`config.mk`:
```
export PLATFORM = sky130hd
export DESIGN_NAME = tank_command_sequencer
export DESIGN_NICKNAME = d
export VERILOG_FILES = /design/src/rtl/tank_command_sequencer_pkg.sv /design/src/rtl/tank_command_sequencer_grid_step.sv /design/src/rtl/tank_command_sequencer.sv
export SDC_FILE = /design/constraint.sdc
export NUM_CORES = 1
export LEC_CHECK = 0
export ABC_AREA = 1
export CORE_ASPECT_RATIO = 1.5
export CORE_UTILIZATION = 47
export DETAILED_ROUTE_END_ITERATION = 7
export PLACE_DENSITY_LB_ADDON = 0.08
export SLEW_MARGIN = 25
export SYNTH_ARGS = -nofsm -noshare
export SYNTH_HDL_FRONTEND = slang
export SYNTH_SLANG_ARGS = --single-unit
```
`constraint.sdc`:
```
create_clock -name clk -period 3.95 [get_ports clk]
set_input_delay 0.79 -clock clk [delete_from_list [all_inputs] [get_ports clk]]
set_output_delay 0.79 -clock clk [all_outputs]
set_load 0.02 [all_outputs]
```
`src/rtl/tank_command_sequencer_pkg.sv`:
```
// Shared encodings for the tank command sequencer: storage register selects,
// direction codes, command encoding and sequencer FSM states.
package game_pkg;

  localparam logic [3:0] MODE_NONE    = 4'b0000;
  localparam logic [3:0] MODE_T1_POS  = 4'b0001;
  localparam logic [3:0] MODE_T1_DIR  = 4'b0010;
  localparam logic [3:0] MODE_T1_PROJ = 4'b0011;
  localparam logic [3:0] MODE_T2_POS  = 4'b0100;
  localparam logic [3:0] MODE_T2_DIR  = 4'b0101;
  localparam logic [3:0] MODE_T2_PROJ = 4'b0110;

  localparam logic [7:0] DIR_UP    = 8'b0000_0000;
  localparam logic [7:0] DIR_DOWN  = 8'b0000_0001;
  localparam logic [7:0] DIR_LEFT  = 8'b0000_0011;
  localparam logic [7:0] DIR_RIGHT = 8'b0000_0111;

  typedef enum logic [2:0] {
    CMD_FIRE  = 3'd0,
    CMD_UP    = 3'd1,
    CMD_DOWN  = 3'd2,
    CMD_LEFT  = 3'd3,
    CMD_RIGHT = 3'd4
  } cmd_e;

  typedef enum logic [2:0] {
    ST_IDLE     = 3'd0,
    ST_RD_SELF  = 3'd1,
    ST_RD_OTHER = 3'd2,
    ST_CHECK    = 3'd3,
    ST_WR_DIR   = 3'd4,
    ST_WR_POS   = 3'd5,
    ST_WR_PROJ  = 3'd6,
    ST_DONE     = 3'd7
  } state_e;

  // Request bits are {fire, up, down, left, right}; leftmost set bit wins.
  function automatic cmd_e cmd_from_req(input logic [4:0] req);
    if (req[4]) return CMD_FIRE;
    if (req[3]) return CMD_UP;
    if (req[2]) return CMD_DOWN;
    if (req[1]) return CMD_LEFT;
    return CMD_RIGHT;
  endfunction

  function automatic logic [7:0] dir_code(input cmd_e cmd);
    case (cmd)
      CMD_UP:   return DIR_UP;
      CMD_DOWN: return DIR_DOWN;
      CMD_LEFT: return DIR_LEFT;
      default:  return DIR_RIGHT;
    endcase
  endfunction

  function automatic logic [3:0] pos_mode(input logic player);
    return player ? MODE_T2_POS : MODE_T1_POS;
  endfunction

  function automatic logic [3:0] dir_mode(input logic player);
    return player ? MODE_T2_DIR : MODE_T1_DIR;
  endfunction

  function automatic logic [3:0] proj_mode(input logic player);
    return player ? MODE_T2_PROJ : MODE_T1_PROJ;
  endfunction

endpackage

```
`src/rtl/tank_command_sequencer_grid_step.sv`:
```
// One-step move evaluator: target position for a command plus whether the
// move stays on the grid and avoids the other tank.
module grid_step
  import game_pkg::*;
#(
  parameter int GRID_COLS = 8,
  parameter int GRID_ROWS = 8
) (
  input  logic [7:0] self_pos,
  input  logic [7:0] other_pos,
  input  logic [2:0] cmd,
  output logic [7:0] target,
  output logic       legal
);

  localparam logic [3:0] COL_LAST = 4'(GRID_COLS - 1);
  localparam logic [3:0] ROW_LAST = 4'(GRID_ROWS - 1);

  logic [3:0] col;
  logic [3:0] row;
  logic       in_bounds;

  assign col = self_pos[7:4];
  assign row = self_pos[3:0];

  always_comb begin
    target    = self_pos;
    in_bounds = 1'b0;
    case (cmd)
      CMD_UP: begin
        target    = {col, row - 4'd1};
        in_bounds = (row != 4'd0);
      end
      CMD_DOWN: begin
        target    = {col, row + 4'd1};
        in_bounds = (row < ROW_LAST);
      end
      CMD_LEFT: begin
        target    = {col - 4'd1, row};
        in_bounds = (col != 4'd0);
      end
      CMD_RIGHT: begin
        target    = {col + 4'd1, row};
        in_bounds = (col < COL_LAST);
      end
      default: begin
        target    = self_pos;
        in_bounds = 1'b0;
      end
    endcase
  end

  assign legal = in_bounds && (target != other_pos);

endmodule

```
`src/rtl/tank_command_sequencer.sv`:
```
// Arbitrates two players' move/fire requests and turns each accepted request
// into one read-modify-write transaction on the storage register port.
module tank_command_sequencer
  import game_pkg::*;
#(
  parameter int GRID_COLS = 8,
  parameter int GRID_ROWS = 8
) (
  input  logic       clk,
  input  logic       reset,
  input  logic       p1_up,
  input  logic       p1_down,
  input  logic       p1_left,
  input  logic       p1_right,
  input  logic       p1_fire,
  input  logic       p2_up,
  input  logic       p2_down,
  input  logic       p2_left,
  input  logic       p2_right,
  input  logic       p2_fire,
  input  logic [7:0] q,
  output logic [3:0] mode,
  output logic       wren,
  output logic [7:0] address,
  output logic [7:0] data,
  output logic       busy,
  output logic       done,
  output logic       p1_shot,
  output logic       p2_shot
);

  logic [4:0] req        [2];
  logic       slot_valid [2];
  cmd_e       slot_cmd   [2];

  state_e     state_q;
  logic       ptr_q;
  logic       cur_q;
  cmd_e       cur_cmd_q;
  logic [7:0] self_pos_q;
  logic [7:0] target_q;
  logic       legal_q;
  logic [3:0] mode_q;
  logic       wren_q;
  logic [7:0] addr_q;
  logic [7:0] data_q;
  logic       busy_q;
  logic       done_q;
  logic       p1_shot_q;
  logic       p2_shot_q;

  logic       sel_d;
  logic [7:0] step_target;
  logic       step_legal;

  assign req[0] = {p1_fire, p1_up, p1_down, p1_left, p1_right};
  assign req[1] = {p2_fire, p2_up, p2_down, p2_left, p2_right};

  // One pending slot per player; pulses are dropped while the slot is full.
  for (genvar gi = 0; gi < 2; gi++) begin : g_slot
    logic valid_q;
    cmd_e cmd_q;
    logic clear;

    assign clear = (state_q == ST_DONE) && (cur_q == 1'(gi));

    always_ff @(posedge clk) begin
      if (!reset) begin
        valid_q <= 1'b0;
        cmd_q   <= CMD_FIRE;
      end else if (valid_q) begin
        if (clear) valid_q <= 1'b0;
      end else if (|req[gi]) begin
        valid_q <= 1'b1;
        cmd_q   <= cmd_from_req(req[gi]);
      end
    end

    assign slot_valid[gi] = valid_q;
    assign slot_cmd[gi]   = cmd_q;
  end

  always_comb begin
    sel_d = ptr_q;
    if (ptr_q == 1'b0) sel_d = slot_valid[0] ? 1'b0 : 1'b1;
    else               sel_d = slot_valid[1] ? 1'b1 : 1'b0;
  end

  // During CHECK the storage read data is the other tank's position.
  grid_step #(
    .GRID_COLS(GRID_COLS),
    .GRID_ROWS(GRID_ROWS)
  ) u_grid_step (
    .self_pos (self_pos_q),
    .other_pos(q),
    .cmd      (cur_cmd_q),
    .target   (step_target),
    .legal    (step_legal)
  );

  always_ff @(posedge clk) begin
    if (!reset) begin
      state_q    <= ST_IDLE;
      ptr_q      <= 1'b0;
      cur_q      <= 1'b0;
      cur_cmd_q  <= CMD_FIRE;
      self_pos_q <= 8'h00;
      target_q   <= 8'h00;
      legal_q    <= 1'b0;
      mode_q     <= MODE_NONE;
      wren_q     <= 1'b0;
      addr_q     <= 8'h00;
      data_q     <= 8'h00;
      busy_q     <= 1'b0;
      done_q     <= 1'b0;
      p1_shot_q  <= 1'b0;
      p2_shot_q  <= 1'b0;
    end else begin
      case (state_q)
        ST_IDLE: begin
          if (slot_valid[0] || slot_valid[1]) begin
            cur_q     <= sel_d;
            cur_cmd_q <= slot_cmd[sel_d];
            mode_q    <= pos_mode(sel_d);
            busy_q    <= 1'b1;
            state_q   <= ST_RD_SELF;
          end
        end
        ST_RD_SELF: begin
          mode_q  <= pos_mode(~cur_q);
          state_q <= ST_RD_OTHER;
        end
        ST_RD_OTHER: begin
          self_pos_q <= q;
          state_q    <= ST_CHECK;
        end
        ST_CHECK: begin
          target_q <= step_target;
          legal_q  <= step_legal;
          wren_q   <= 1'b1;
          if (cur_cmd_q == CMD_FIRE) begin
            mode_q  <= proj_mode(cur_q);
            data_q  <= self_pos_q;
            addr_q  <= self_pos_q;
            if (cur_q) p2_shot_q <= 1'b1;
            else       p1_shot_q <= 1'b1;
            state_q <= ST_WR_PROJ;
          end else begin
            mode_q  <= dir_mode(cur_q);
            data_q  <= dir_code(cur_cmd_q);
            addr_q  <= dir_code(cur_cmd_q);
            state_q <= ST_WR_DIR;
          end
        end
        ST_WR_DIR: begin
          // The direction always lands; the position only if the step is legal.
          if (legal_q) begin
            mode_q  <= pos_mode(cur_q);
            data_q  <= target_q;
            addr_q  <= target_q;
            state_q <= ST_WR_POS;
          end else begin
            mode_q  <= MODE_NONE;
            wren_q  <= 1'b0;
            done_q  <= 1'b1;
            state_q <= ST_DONE;
          end
        end
        ST_WR_POS, ST_WR_PROJ: begin
          mode_q    <= MODE_NONE;
          wren_q    <= 1'b0;
          p1_shot_q <= 1'b0;
          p2_shot_q <= 1'b0;
          done_q    <= 1'b1;
          state_q   <= ST_DONE;
        end
        ST_DONE: begin
          done_q  <= 1'b0;
          busy_q  <= 1'b0;
          ptr_q   <= ~ptr_q;
          state_q <= ST_IDLE;
        end
        default: state_q <= ST_IDLE;
      endcase
    end
  end

  assign mode    = mode_q;
  assign wren    = wren_q;
  assign address = addr_q;
  assign data    = data_q;
  assign busy    = busy_q;
  assign done    = done_q;
  assign p1_shot = p1_shot_q;
  assign p2_shot = p2_shot_q;

endmodule

```
Word level (Yosys, flattened, before mapping)
Index checks and enable logic that the tools add are counted.
- add/subtract/negate cells: 4
- order comparisons: 3
- equality and inequality tests: 18
- muxes and demuxes: 103
- bitwise gates (word level): 5
- reductions and logical operators: 27
- operators with widths (operator ; count):
    $mux 3 ; 27
    $mux 1 ; 60
    $pmux 8 s4 ; 1
    $pmux 3 s7 ; 1
    $pmux 4 s5 ; 1
    $mux 8 ; 2
    $pmux 8 s2 ; 1
    $reduce_and 2->1 ; 8
    $eq 3x3->1 const B ; 5
    $eq 3x2->1 const B ; 4
    $ne 2x2->1 const B ; 6
    $reduce_or 5->1 ; 2
    $pmux 3 s3 ; 1
    $add 4x1->4 const B ; 2
    $lt 4x3->1 const B ; 2
    $ne 8x8->1 ; 1
    $reduce_bool 4->1 ; 2
    $sub 4x1->4 const B ; 2
    $eq 3x1->1 const B ; 2
    $logic_not 3->1 ; 2
    $pmux 1 s2 ; 3
    $pmux 1 s3 ; 2
    $reduce_and 3->1 ; 2
    $reduce_bool 2->1 ; 3
    other kinds (11) ; 18
- bits in registers: 50
- bits of input ports: 20

Longest topological paths before layout
Gate-level depths: netlist of the first run.
- depth after elaboration: 23
- mapped depth: 16

Cells and area by module
Synthesis of the first run repeated with hierarchy kept, for this count alone.
- cells, all modules: 413
- area total of the unflattened synthesis: 2811.4 um^2
- by module, submodules not included (module ; times used ; cells an instance ; area each (um^2) ; sequential area each (um^2)):
    tank_command_sequencer ; 1 ; 300 ; 2178.3 ; 980.9
    grid_step ; 1 ; 113 ; 633.1 ; 0.0

Least setup slack after synthesis of the first run
No wires, ideal clock.
- path kind: register -> register
- from: register cur_cmd_q[1]
- to: register legal_q
- setup time: 0.132 ns
- arrival time: 1.792 ns
- data required time: 3.818 ns
- path slack: 2.026 ns
- stages on the path, launching flop included: 17
- period minus slack after synthesis: 1.924 ns
- path through: dfxtp_1 -> buf_2 -> nor2_2 -> nand2_4 -> ha_1 -> a21oi_1 -> nand2_1 -> nand2_1 -> nand2_1 -> nand2_1 -> nand2_1 -> nand2_1 -> nand2_1 -> nor2_1 -> nand2_1 -> nand2_1 -> a21oi_1
- longest elaborated chain between the ends: 4
- elaborated cells between the ends (all ways): 8
- those cells by class: eq/ne (5); mux (2); reduce/logical (1)
- RTL lines (what ; RTL line ; RTL):
    from (decl) ; tank_command_sequencer.sv:39 ; cmd_e cur_cmd_q;
    from (signal assigned) ; tank_command_sequencer.sv:123 ; cur_cmd_q <= slot_cmd[sel_d];
    $eq 3x3->1, or another cell as far along ; tank_command_sequencer_grid_step.sv:29 ; case (cmd)
    $pmux 8 s4 ; tank_command_sequencer_grid_step.sv:29 ;
    $ne 8x8->1 ; tank_command_sequencer_grid_step.sv:53 ; assign legal = in_bounds && (target != other_pos);
    $logic_and 1x1->1 * ; tank_command_sequencer_grid_step.sv:53 ;
    to (signal assigned) ; tank_command_sequencer.sv:139 ; legal_q <= step_legal;
    to (decl) ; tank_command_sequencer.sv:42 ; logic legal_q;
Every way passes the cells marked *; elsewhere a longest branch is shown, timed or not.
A chain may end at the register's enable or synchronous reset.

Worst setup path after layout of the first run
Same ends and word-level chain as after synthesis.

==> key figures, run 1 <==
Timing
  – Fin. max-slew vios: 0
  – RSZ-0062 raised after global routing: no
  – Final-report hold violation count: 0
  – Final cycle utilization of the critical path: 0.566
  – Final Skew: 0.0106 ns
  – Setup TNS: 0 ns
  – Final setup violation count: 0
  – Worst slew pin tran: 0.709 ns
  – Max Freq: 447 MHz
  – Hold slack: 0.455 ns
  – Worst slew margin: 0.523
  – Min Tclk post-route: 2.24 ns

CTS
  – TritonCTS clock tree: done
  – Worst-skew pair later-pin latency: 0.31 ns
  – Cts hold-fix bufs: 0
  – Clock Sinks: 49
  – TritonCTS Buffers: 5
  – Post-CTS sizing: 0
  – Clock Tree Buf Depth: 2
  – Post-CTS Setup Bufs: 0
  – Worst-path clk slew: 0.10 ns
  – # H-tree levels: 2
  – Clock root cell: clkbuf_8

Worst setup path
  – Crit path cell chain: nor2_2 -> nand2_4 -> inv_1 -> fa_1 -> xnor2_1 -> nand2_1 -> nand3_1 -> nand2_1 -> nor2_1 -> nand3_1 -> nor2_1 -> nand2_1 -> nand2_1 -> a21oi_1
  – Crit path top cell by count: nand2_1
  – Setup crit end kind: flop
  – Crit. Startpoint: cur_cmd_q[1]$_SDFFE_PN0P_
  – Slowest-stage cell, CP: dfxtp_1
  – Top cell family by delay on the critical path: simple AND/OR/NAND/NOR gates
  – Crit path kind: flop to flop
  – Buf+Inv Stages, Crit Path: 1
  – CP startpoint kind: flop
  – Req. time, crit path: 4.13 ns
  – Worst path max stage delay: 0.54 ns
  – WP data arrival: 2.42 ns
  – Peak fanout along the critical path: 10
  – Crit Reg-Reg Startpoint: cur_cmd_q[1]$_SDFFE_PN0P_

Floorplan
  – I/O pin count: 45
  – Initial core utilization: 0.491
  – Die Y: 94.7 um
  – Core Region: 5490 sq um
  – Die area: 6040 sq um
  – Die W: 63.8 um
  – FP Rows: 33

Min path
  – HP Start: busy$_SDFFE_PN0P_
  – Hold Crit Class: flop to flop

Job
  – Max Cap Viol: 0

GRT
  – GRT Total Usage: 0.231
  – Pin count of the biggest net entering global routing: 26
  – Antenna violations before repair: 0
  – Number of global-route vias before repair: 2389
  – First-pass GRT wire length: 10800 um
  – Remaining Overflow, GRT: 0

Placement
  – PortBufs: 43
  – Gpl congestion: 0.855
  – Detail Placement HPWL: 4950 um

Yosys
  – Top_reg_cell synth: dfxtp_1
  – Dominant cells by area after synthesis: dfxtp_1 (36%), o21ai_0 (9.1%), nand2_1 (8.8%), a21oi_1 (7.6%), inv_1 (6.7%)
  – Cell Area, Synth: 2690 sq um
  – Synth warn: 0
  – Top-count cell post-synth: nand2_1
  – Syn Inst Count: 389
  – Synth cell count leaders: nand2_1 (63), dfxtp_1 (49), o21ai_0 (49)
  – Synthesized flop and latch total: 49
  – Post-synth top area cell: dfxtp_1
  – Number of synthesized flops with an enable pin: 0
  – Post-synth ARST share: 0
  – Unique masters post-synth: 36
  – Syn_nets: 416
  – Syn avg cell area: 6.93 sq um
  – Sequential-to-total area share from yosys stat: 0.364
  – Top-area cell type share of the netlist area: 0.364

Layout
  – Fill count: 543
  – Register Area: 981 sq um
  – Nets: 448
  – Area delta synth->final: 19.5%
  – Share of cells above drive strength 1: 0.0616
  – Ant. Diodes: 0
  – Multi-input gate area: 1400 sq um
  – Fin util: 0.586

Drt
  – Routed vias: 2631
  – DRC: 0
  – Routed wire length: 6590 um
  – Wire per inst: 13.4 um
  – Number of DRC violations after detailed-routing iteration 0: 136
  – Routed Antenna Nets: 0
  – Vias per cell: 5.35
  – Drt pass-1 iters: 4

Outcome
  – Run status: finished clean

Power and ir drop
  – VDD IR-drop max: 336 uV
  – Leakage: 1.39 nW
  – PwrDens: 647 nW/um^2
placed cells by master, fill, tap and decap left out, drive strengths merged, types with 2 or more instances in the layout:
master / n
a211oi: 2
a21oi: 41
a221oi: 3
a31oi: 3
clkbuf: 5
clkdlybuf4s50: 43
clkinv: 2
dfxtp: 49
fa: 2
ha: 5
inv: 54
nand2: 66
nand3: 33
nor2: 39
nor3: 5
nor4: 2
o211ai: 5
o21ai: 50
o32ai: 2
or2: 2
xnor2: 2
xor2: 2
metal layers:
layer / GRT usage / routed length [um] / vias to the layer above
li1: - / - / 1348
met1: 0.250 / 2710 / 1227
met2: 0.442 / 3550 / 44
met3: 0.0302 / 173 / 12
met4: 0.0928 / 154 / 0
met5: 0 / 0 / -
kinds of logic after synthesis:
| group | after synthesis | synth area share |
|---|---|---|
| AO/OA/AOI/OAI | 107 | 0.217 |
| buffers and inverters | 73 | 0.118 |
| other | 1 | 0.00139 |
| AND/OR/NAND/NOR | 148 | 0.249 |
| XOR/XNOR | 4 | 0.0130 |
| flip-flops | 49 | 0.364 |
| adder cells (fa/ha/maj) | 7 | 0.0381 |
registers in the layout, indices dropped and copies added (netlist names), 2 cells and up:
signal and flops:
self_pos_q 8, g_slot.valid_q 2, target_q 8, mode 3, g_slot.cmd_q 6, state_q 3, cur_cmd_q 3, data 8
where the power goes:
part           switching [mW]  leakage (nW)  internal, mW
registers               0.103         0.400         0.599
logic                   0.628         0.933         0.382
clock network           0.180        0.0585         0.190
total                   0.911          1.39          1.17
tightest hold or removal path: stages, from the launching register on:
cell and delay [ns]:
dfxtp_1 0.32, inv_1 0.05, a21oi_1 0.05
final cells by class:
cell class	instances	area share
well taps	70	0.0272
multi-input cells	267	0.434
repair buffers	44	0.136
clock inverters	3	0.0136
clock buffers	5	0.0214
flip-flops and latches	49	0.305
inverters	54	0.0630
through the flow:
| stage | total power, mW | setup WS, ns | area, sq um | instances |
|---|---|---|---|---|
| final | 2.08 | 1.71 | 3220 | 492 |
| after floorplan | 1.44 | 2.03 | 2690 | 389 |
| after global routing | 2.24 | 1.50 | 3220 | 492 |
| after CTS | 2.09 | 1.73 | 3220 | 492 |
| after detailed placement | 1.72 | 1.54 | 3110 | 484 |
| after global placement | 1.69 | 1.55 | 3110 | 484 |
worst paths after layout:
kind	endpoint	slack, ns	depth (start not counted)
setup / recovery	legal_q$_SDFFE_PN0P_	1.71	14
hold / removal	busy$_SDFFE_PN0P_	0.46	2
setup reg to reg	legal_q$_SDFFE_PN0P_	1.71	14
hold reg to reg	busy$_SDFFE_PN0P_	0.46	2
Power figures use the tool's default switching activity.
==> run 2, diff against run 1 <==
- clock period: 3.95 -> 2 ns (I/O delays scaled with it)
==> run 2 against run 1 <==
  * Sequential power up 98%
  * Non-clock buffer count is 17 higher
  * Register-to-register slack got worse by 1.6 ns
  * Highest routed layer unchanged
==> key figures, run 2 (synthesis results as in run 1) <==
Layout
  – Share of cells above drive strength 1: 0.123
  – Post-Layout Cell Count: 508
  – Nets: 465
  – Area delta synth->final: 25.4%
  – Commonest non-fill, non-tap cell in the layout: nand2_1
  – Highest-count cells in the layout ignoring fill and taps: nand2_1 (61), o21ai_0 (49), inv_1 (47)
  – Ant. Diodes: 0
  – Fill count: 532

Min path
  – Hold Crit Class: flop to flop
  – HP Start: busy$_SDFFE_PN0P_

CTS
  – Clock Tree Buf Depth: 2
  – Worst-skew pair later-pin latency: 0.29 ns
  – # H-tree levels: 2
  – Clock Sinks: 49
  – TritonCTS clock tree: done
  – Cts hold-fix bufs: 0
  – Worst-path clk slew: 0.08 ns
  – TritonCTS Buffers: 5
  – Clock root cell: clkbuf_8

Drt
  – Wire per inst: 13.3 um
  – Vias per cell: 5.32
  – Routed Antenna Nets: 0
  – Number of DRC violations after detailed-routing iteration 0: 93
  – DRC: 0
  – Drt pass-1 iters: 4
  – Routed wire length: 6750 um
  – Routed vias: 2701

Floorplan
  – I/O pin count: 45
  – Initial core utilization: 0.491
  – Die area: 6040 sq um
  – Die Y: 94.7 um
  – FP Rows: 33
  – Die W: 63.8 um
  – Core Region: 5490 sq um

Power and ir drop
  – Net Sw Frac: 0.435
  – PwrDens: 1250 nW/um^2
  – Leakage: 1.47 nW
  – Int Power: 2.39 mW
  – Switching power: 1.84 mW
  – Logic pwr share: 0.540
  – Clock power share: 0.132
  – VDD IR-drop max: 675 uV
  – Tot Pwr: 4.23 mW
  – Sequential fraction of design power: 0.328

GRT
  – GRT Total Usage: 0.242
  – Antenna violations before repair: 0
  – First-pass GRT wire length: 11300 um
  – Number of global-route vias before repair: 2569
  – Pin count of the biggest net entering global routing: 24
  – Remaining Overflow, GRT: 0

Timing
  – Worst slew pin tran: 0.693 ns
  – RSZ-0062 raised after global routing: yes
  – Worst slew margin: 0.533
  – Final cycle utilization of the critical path: 0.966
  – Fin. max-slew vios: 0
  – Min Tclk post-route: 1.93 ns
  – Final setup violation count: 0
  – PnR worst setup slack: 0.0680 ns
  – Max Freq: 518 MHz
  – Final Skew: 0.00418 ns
  – Final-report hold violation count: 0

Outcome
  – Run status: finished clean

Worst setup path
  – Setup crit end kind: flop
  – Crit. Startpoint: cur_cmd_q[0]$_SDFFE_PN0P_
  – Crit Reg-Reg Startpoint: cur_cmd_q[0]$_SDFFE_PN0P_
  – Crit path kind: flop to flop
  – CP startpoint kind: flop
  – WP data arrival: 2.13 ns
  – Req. time, crit path: 2.19 ns
  – Flop2flop setup slack: 0.07 ns
  – Peak fanout along the critical path: 6

Placement
  – Detail Placement HPWL: 5190 um
  – Gpl congestion: 0.872
  – Pre-CTS setup slack: -0.0395 ns
  – PortBufs: 43
  – Dpl cells: 500

Job
  – Max Cap Viol: 0
## run 2: through the flow
| stage | cell area, sq um | setup TNS (ns) | hold slack (ns) | util |
|---|---|---|---|---|
| after global routing | 3380 | -0.0757 | 0.482 | 0.615 |
| final | 3380 | 0 | 0.453 | 0.615 |
| after detailed placement | 3230 | -0.0395 | 0.446 | 0.587 |
| after global placement | 3230 | -0.00996 | 0.439 | 0.587 |
| after floorplan | 2690 | 0 | 0.441 | - |
| after CTS | 3330 | 0 | 0.459 | 0.606 |
## run 2: metal layers
layer	share of wire	vias to the layer above	global-route usage	routed length (um)
li1	-	1387	-	-
met1	0.39	1237	0.254	2610
met4	0.039	0	0.114	263
met2	0.54	59	0.470	3680
met5	0	-	0	0
met3	0.030	18	0.0290	202
## run 2: area by class of cell
| class | count | area [sq um] | share of cell area |
|---|---|---|---|
| well taps | 70 | 87.6 | 0.0259 |
| inverters | 54 | 205 | 0.0608 |
| clock inverters | 1 | 8.76 | 0.00259 |
| repair buffers | 61 | 569 | 0.169 |
| clock buffers | 6 | 72.6 | 0.0215 |
| multi-input cells | 267 | 1440 | 0.428 |
| flip-flops and latches | 49 | 990 | 0.293 |
## run 2: what timing repair did
action,CTS,global route
gates resized for setup,4,14
cloned,0,0
setup endpoints to repair,1,1
buffers inserted,0,1
pin swaps,1,6
## run 2: worst paths after layout
kind	endpoint	depth (start not counted)
worst max-delay path	legal_q$_SDFFE_PN0P_	16
worst min-delay path	busy$_SDFFE_PN0P_	2
worst max register to register	legal_q$_SDFFE_PN0P_	16
worst min register to register	busy$_SDFFE_PN0P_	2
## run 2: power groups by stage
stage	Sequential, mW	Clock [mW]	Combinational [mW]
5_1_grt	1.42	0.630	2.57
3_3_place_gp	1.38	0	2.15
3_5_place_dp	1.38	0	2.18
6_report	1.39	0.560	2.28
4_1_cts	1.37	0.578	2.22
2_1_floorplan	1.42	0	1.41
## run 2: critical path, stage by stage (launching register included)
cell	delay (ns)
dfxtp_4	0.37
nor2_4	0.14
nand2_4	0.09
buf_6	0.14
ha_1	0.29
nand3_2	0.09
nand2_1	0.05
nand2_1	0.08
nand2_1	0.06
nand2_2	0.07
nand2_2	0.08
nand2_1	0.06
nand2_1	0.05
nor2_1	0.10
nand2_1	0.06
nand2_1	0.06
a21oi_2	0.05
